## src/rtl/level_sensor_reader.sv

```systemverilog
// Tank level probe reader: synchronizes and debounces the h/m/l probes, checks the
// accepted pattern for consistency and latches a fault after repeated illegal samples.
module level_sensor_reader #(
    parameter int unsigned DEB_N   = 4,
    parameter int unsigned FAULT_N = 3
) (
    input  logic       clk,
    input  logic       rst,
    input  logic       tick,
    input  logic       h,
    input  logic       m,
    input  logic       l,
    input  logic       clr_err,
    output logic       h_s,
    output logic       m_s,
    output logic       l_s,
    output logic [1:0] level,
    output logic       err,
    output logic       upd
);

    localparam int unsigned CNT_W    = 4;
    localparam int unsigned PROBES   = 3;
    localparam logic [CNT_W-1:0] DEB_LAST  = CNT_W'(DEB_N - 1);
    localparam logic [CNT_W-1:0] FAULT_LIM = CNT_W'(FAULT_N);

    typedef enum logic [1:0] {
        ST_OK      = 2'd0,
        ST_SUSPECT = 2'd1,
        ST_FAULT   = 2'd2
    } state_t;

    logic [PROBES-1:0] sync_q1;
    logic [PROBES-1:0] sync_q2;
    logic [PROBES-1:0] acc_q;
    logic [CNT_W-1:0]  cnt_q [PROBES];
    logic              tick_q;

    state_t            state_q;
    state_t            state_nx;
    logic [CNT_W-1:0]  fcnt_q;
    logic [CNT_W-1:0]  fcnt_nx;
    logic [PROBES-1:0] probes_nx;
    logic [1:0]        level_nx;
    logic              err_nx;
    logic [1:0]        level_d;
    logic              err_d;
    logic              legal;

    function automatic logic [1:0] encode(input logic [2:0] p);
        logic [1:0] e;
        case (p)
            3'b001:  e = 2'b01;
            3'b011:  e = 2'b10;
            3'b111:  e = 2'b11;
            default: e = 2'b00;
        endcase
        return e;
    endfunction

    // Two-flop synchronizer for the asynchronous probes
    always_ff @(posedge clk or posedge rst) begin
        if (rst) begin
            sync_q1 <= '0;
            sync_q2 <= '0;
        end else begin
            sync_q1 <= {h, m, l};
            sync_q2 <= sync_q1;
        end
    end

    // Per-probe debounce; counter clears both on a matching sample and on acceptance
    always_ff @(posedge clk or posedge rst) begin
        if (rst) begin
            acc_q <= '0;
            for (int i = 0; i < PROBES; i++) begin
                cnt_q[i] <= '0;
            end
        end else if (tick) begin
            for (int i = 0; i < PROBES; i++) begin
                if (sync_q2[i] != acc_q[i]) begin
                    if (cnt_q[i] == DEB_LAST) begin
                        acc_q[i] <= sync_q2[i];
                        cnt_q[i] <= '0;
                    end else begin
                        cnt_q[i] <= cnt_q[i] + CNT_W'(1);
                    end
                end else begin
                    cnt_q[i] <= '0;
                end
            end
        end
    end

    // The fault FSM evaluates one clk after the tick so it sees the combined new triple
    always_ff @(posedge clk or posedge rst) begin
        if (rst) begin
            tick_q <= 1'b0;
        end else begin
            tick_q <= tick;
        end
    end

    assign legal = (acc_q == 3'b000) || (acc_q == 3'b001) ||
                   (acc_q == 3'b011) || (acc_q == 3'b111);

    always_comb begin
        state_nx  = state_q;
        fcnt_nx   = fcnt_q;
        probes_nx = {h_s, m_s, l_s};
        level_nx  = level;
        err_nx    = err;
        case (state_q)
            ST_OK: begin
                if (tick_q) begin
                    if (legal) begin
                        probes_nx = acc_q;
                        level_nx  = encode(acc_q);
                    end else if (CNT_W'(1) >= FAULT_LIM) begin
                        state_nx = ST_FAULT;
                        fcnt_nx  = '0;
                        err_nx   = 1'b1;
                    end else begin
                        state_nx = ST_SUSPECT;
                        fcnt_nx  = CNT_W'(1);
                    end
                end
            end
            ST_SUSPECT: begin
                if (tick_q) begin
                    if (legal) begin
                        state_nx  = ST_OK;
                        fcnt_nx   = '0;
                        probes_nx = acc_q;
                        level_nx  = encode(acc_q);
                    end else if (fcnt_q + CNT_W'(1) >= FAULT_LIM) begin
                        state_nx = ST_FAULT;
                        fcnt_nx  = '0;
                        err_nx   = 1'b1;
                    end else begin
                        fcnt_nx = fcnt_q + CNT_W'(1);
                    end
                end
            end
            ST_FAULT: begin
                err_nx = 1'b1;
                if (clr_err) begin
                    state_nx = ST_OK;
                    err_nx   = 1'b0;
                end
            end
            default: begin
                state_nx = ST_OK;
                fcnt_nx  = '0;
            end
        endcase
    end

    always_ff @(posedge clk or posedge rst) begin
        if (rst) begin
            state_q <= ST_OK;
            fcnt_q  <= '0;
            h_s     <= 1'b0;
            m_s     <= 1'b0;
            l_s     <= 1'b0;
            level   <= 2'b00;
            err     <= 1'b0;
        end else begin
            state_q           <= state_nx;
            fcnt_q            <= fcnt_nx;
            {h_s, m_s, l_s}   <= probes_nx;
            level             <= level_nx;
            err               <= err_nx;
        end
    end

    // Update pulse follows the edge on which level or err changed
    always_ff @(posedge clk or posedge rst) begin
        if (rst) begin
            level_d <= 2'b00;
            err_d   <= 1'b0;
            upd     <= 1'b0;
        end else begin
            level_d <= level;
            err_d   <= err;
            upd     <= (level != level_d) || (err != err_d);
        end
    end

endmodule

```

## config.mk

```make
export PLATFORM = sky130hd
export DESIGN_NAME = level_sensor_reader
export DESIGN_NICKNAME = d
export VERILOG_FILES = /design/src/rtl/level_sensor_reader.sv
export SDC_FILE = /design/constraint.sdc
export NUM_CORES = 1
export LEC_CHECK = 0
export CORE_UTILIZATION = 40
export CTS_BUF_LIST = sky130_fd_sc_hd__clkbuf_4 sky130_fd_sc_hd__clkbuf_8 sky130_fd_sc_hd__clkbuf_16
export DETAILED_ROUTE_END_ITERATION = 8
export GPL_ROUTABILITY_DRIVEN = 0
export PLACE_DENSITY_LB_ADDON = 0.08
export SLEW_MARGIN = 0
export SYNTH_ARGS = -nofsm -noshare
export SYNTH_HDL_FRONTEND = slang
export SYNTH_SLANG_ARGS = --single-unit
```

## constraint.sdc

```tcl
create_clock -name clk -period 2.3 [get_ports clk]
set_input_delay 0.69 -clock clk [delete_from_list [all_inputs] [get_ports clk]]
set_output_delay 0.69 -clock clk [all_outputs]
set_load 0.01 [all_outputs]
```

After elaboration in Yosys (flattened, before gate mapping)
Index checks and enable logic that the tools add are counted.

cells by class
  reductions and logical operators = 15
  eq/ne operators = 20
  bitwise logic cells = 1
  mux-type cells = 25
  magnitude comparators = 1
  add/sub/neg operators = 4

operators by type and width
  cell                                                                                 number
  4-bit 2-to-1 mux                                                                     11
  4-bit by 1-bit adder with 4-bit output, second input constant                        4
  4-bit by 2-bit equality test with 1-bit output, second input constant                3
  2-bit 2-to-1 mux                                                                     6
  2-bit inequality test, second input constant                                         6
  2-bit case mux with 3 select lines                                                   2
  4-bit case mux with 3 select lines                                                   1
  3-bit AND reduction                                                                  4
  4-bit AND reduction                                                                  2
  5-bit AND reduction                                                                  1
  4-bit by 2-bit greater-or-equal comparator with 1-bit output, second input constant  1
  1-bit logical OR                                                                     4
  1-bit 2-to-1 mux                                                                     4
  1-bit inequality test                                                                4
  3-bit by 1-bit equality test with 1-bit output, second input constant                1
  3-bit by 2-bit equality test with 1-bit output, second input constant                1
  3-bit equality test, second input constant                                           1
  3-bit logical NOT                                                                    1
  3-bit inequality test, second input constant                                         1
  2-bit by 1-bit equality test with 1-bit output, second input constant                1
  2-bit equality test, second input constant                                           1
  2-bit logical NOT                                                                    1
  2-bit inequality test                                                                1
  1-bit case mux with 2 select lines                                                   1
  other kinds (3)                                                                      3

storage, ports and cells
  bits of input ports = 7
  logic and storage cells = 85
  output and inout bits = 7
  register bits after elaboration = 38

Logic depth before layout (Yosys ltp)
  word-level depth = 7
  gate-level depth with buffers = 6
  depth with buffers taken out = 6

Least setup slack after synthesis
Ideal clock, no wire load.

  kind = register to register
  from = reg fcnt_q[0]
  to = reg state_q[0]
  setup time = 0.107 ns
  required time = 2.193 ns
  data arrival time = 1.649 ns
  cell stages (with the launch flop) = 7
  clock period less this slack = 1.755 ns
  slack = 0.545 ns
  path buffers = 0
  path through = dfrtp_1 inv_1 ha_1 or4_4 o31ai_4 nor2_4 a2111oi_4

between the ends
  word-level cells in the longest chain between the ends = 4

RTL lines
  what                                                          line  text
  start: declaration                                            41    logic [CNT_W-1:0] fcnt_q;
  start signal: assignment                                      170   fcnt_q <= fcnt_nx;
  4-bit by 1-bit adder with 4-bit output                        136   end else if (fcnt_q + CNT_W'(1) >= FAULT_LIM) begin
  4-bit by 2-bit greater-or-equal comparator with 1-bit output  136
  3-bit inequality test (no line)                               -
  5-bit AND reduction (no line)                                 -
  end signal: assignment                                        169   state_q <= state_nx;
  end: declaration                                              39    state_t state_q;

No other way between the ends.
A chain may end at the register's enable or synchronous reset.

Worst setup path after layout
  from = reg level[1]
  to = out level[1]

RTL lines
  what                      line  text
  start: declaration        17    output logic [1:0] level,
  start signal: assignment  172   level <= level_nx;

No word-level cell between the ends.

==> flow_summary_export.csv <==
group,metric,value,unit
run_status,outcome,"completed",
pwr,leakage,0.857,nW
finish,area_delta_synth_final,15.1,%
finish,post_route_cells_drive_above_1_share,7.60,%
timing,finalSetupTns,0,ns
detailed_routing,avgViaCountPerCell,5.33,
clocking,insertion_delay,0.28,ns
critical_path,path_buf_inv,1,
timing,setup_viol,0,
pwr,clkPwrFrac,19.8,%
clocking,numCtsBuffers,5,
finish,diodes,0,
synth,synthArstFlopShare,100,%
floorplan,ioPinCount,14,
timing,fin_skew,0.00524,ns
clocking,post_cts_buffers,0,
synth,syn-cell-area,1750,µm²
synth,synth.most_common_cell,"dfrtp_1",
critical_path,crit_path_top_delay_cell,"clkdlybuf4s50_1",
finish,finalNonFillerCells,221,
critical_path,max_stage_delay,0.57,ns
clocking,postCtsResizedCells,0,
pwr,p_seq_share,48.0,%
detailed_routing,dr_wl_met2,1.25,mm
synth,synth.net_count,166,
place,dpl.hpwl,1.97,mm
detailed_routing,top_layer,"met4",
timing,fin_crit_sh,85.5,%
global_routing,first_global_vias,1147,
critical_path,worstSetupStartpointType,"register",
synth,yosys-top-cells-count,"dfrtp_1 (38), inv_1 (12), nand2_1 (10), nand3_1 (8)",
synth,ys_warn_count,0,
synth,synth_edf_count,0,
place,dp.cells,215,
critical_path,end_kind,"output port",
detailed_routing,wl_per_cell,12.9,µm
timing,timing.slew.headroom,68.2,%
clocking,cts_hold_buf,0,
pwr,p_sw,0.736,mW
timing,final_hold_viol_count,0,
timing,period_needed,1.97,ns
critical_path,path_cells,"clkdlybuf4s50_1",
synth,ys_seq_elements,38,
synth,netlist_instances,154,
floorplan,core,4120,µm²
global_routing,antenna_found_initial,0,
detailed_routing,dr.pass1.iters,4,
synth,synth-seq-area-share,54.2,%
critical_path,criticalPathCategory,"register to output port",
floorplan,die_w,68.2,µm
pwr,intPower,1.47,mW
global_routing,grt_usage,15.6,%
timing,worstMarginPinSlew,0.478,ns
clocking,clkSlewWorstSetupHoldPaths,0.07,ns
timing,finalMaxSlewViolations,0,
place,io_buffers,13,
synth,synth.distinct_cells,41,
pwr,comb_power_share,32.2,%
detailed_routing,wl_met1,1.44,mm
synth,syn_avg_cell_area,11.4,µm²
floorplan,die_h,68.2,µm
floorplan,dieArea,4650,µm²
detailed_routing,met3WireLength,107,µm
clocking,clockBufferDepth,2,
detailed_routing,drt_iter0_drc,68,
global_routing,grt_max_degree,39,
critical_path,cp_max_fo,5,
global_routing,grt_overflow_total,0,
detailed_routing,dr_total_vias,1179,
pwr,p_sw_share,33.4,%
pwr,power_density,1090,nW/µm²
timing,max_freq,509,MHz
worst_hold_path,min_path_type,"register to register",
synth,synth_top_area_share,54.2,%
synth,yosysTopAreaCell,"dfrtp_1",
synth,synth-main-ff-cell,"dfrtp_1",
detailed_routing,drc,0,
clocking,clock-sinks,38,
critical_path,cp.arrival,1.28,ns
floorplan,num_rows,23,
finish,fin_nets,184,
detailed_routing,drt-total-wl,2.85,mm
global_routing,grt_pass1_wl,5.29,mm
critical_path,cp_top_family,"buffers and inverters",
pwr,ir_drop,0.000397,V
clocking,cts_tree,"yes",
clocking,root_buffer,"clkbuf_8",
clocking,cts_max_level,2,
synth,synth_area_leaders,"dfrtp_1 (54%), ha_1 (3.6%), mux2_1 (3.2%)",
detailed_routing,antenna_left,0,
timing,rsz0062_at_grt,"no",
job,maxCapViolCount,0,
critical_path,critPathRequiredTime,1.61,ns
floorplan,start_util,42.6,%
==> sequential cells by signal, summed over array words and instances, names as in the netlist, 2 cells and up <==
signal / flops
acc_q: 3
cnt_q: 12
fcnt_q: 4
level: 2
level_d: 2
state_q: 2
sync_q1: 3
sync_q2: 3
==> metal layers <==
layer	track usage (%)	vias up
met5	0	-
met4	6.51	0
met3	5.50	7
met2	22.5	24
met1	21.0	565
li1	-	583
==> path summary, 6_finish.rpt <==
| path | start | to | slack (ns) | cells past startpoint |
|---|---|---|---|---|
| min reg2reg | sync_q1[1]$_DFF_PP0_ | sync_q2[1]$_DFF_PP0_ | 0.35 | 0 |
| max reg2reg | fcnt_q[0]$_DFFE_PP0P_ | state_q[0]$_DFFE_PP0P_ | 0.41 | 6 |
| min | sync_q1[1]$_DFF_PP0_ | sync_q2[1]$_DFF_PP0_ | 0.35 | 0 |
| max | level[1]$_DFFE_PP0P_ | level[1] | 0.33 | 1 |
| max in group asynchronous | rst | acc_q[0]$_DFFE_PP0P_ | 1.15 | 3 |
| min in group asynchronous | rst | fcnt_q[3]$_DFFE_PP0P_ | 0.82 | 3 |
==> power by group through the flow <==
stage	clock network [mW]	logic [mW]	registers (mW)
5_1_grt	0.486	0.813	1.10
6_report	0.437	0.711	1.06
4_1_cts	0.460	0.719	1.06
3_3_place_gp	0	0.695	1.06
2_1_floorplan	0	0.534	1.02
3_5_place_dp	0	0.714	1.07
==> logic make-up (layout without fill, tap and decap cells) <==
kind of cell	count (synthesis)	in the layout	synth area share, %
XOR/XNOR	6	6	3.00
buffers and inverters	17	34	4.21
multiplexers	8	8	4.92
adder cells (fa/ha/maj)	5	5	3.57
AO/OA/AOI/OAI	33	33	15.1
AND/OR/NAND/NOR	47	47	15.1
flip-flops	38	38	54.2
==> metrics by stage <==
step | setup slack, ns | cell area [µm²] | hold slack [ns] | power (mW) | util [%]
2_1_floorplan | 0.545 | 1750 | 0.331 | 1.56 | -
3_3_place_gp | 0.268 | 1940 | 0.334 | 1.76 | 47.1
3_5_place_dp | 0.219 | 1940 | 0.335 | 1.78 | 47.1
4_1_cts | 0.308 | 2020 | 0.351 | 2.24 | 49.1
5_1_grt | 0.250 | 2020 | 0.361 | 2.40 | 49.1
6_report | 0.334 | 2020 | 0.349 | 2.21 | 49.1
==> final cells by class <==
type                            instances  area (µm²)
Clock buffer                            6        82.6
Fill cell                             379        2100
Inverter                               13        48.8
Multi-Input combinational cell         99         729
Sequential cell                        38         951
Tap cell                               50        62.6
Timing Repair Buffer                   15         145
==> cell usage in the layout, fill, tap and decap left out, types with 4 or more instances in the layout <==
cell	count
and2_1	4
dfrtp_1	38
nand3_1	8
clkbuf_8	6
inv_1	12
ha_1	5
nor2b_1	5
nor2_1	5
clkdlybuf4s50_1	13
nand2_1	10
o21ai_1	7
o21ai_0	7
mux2_1	5
(Power assumes the default switching activity.)
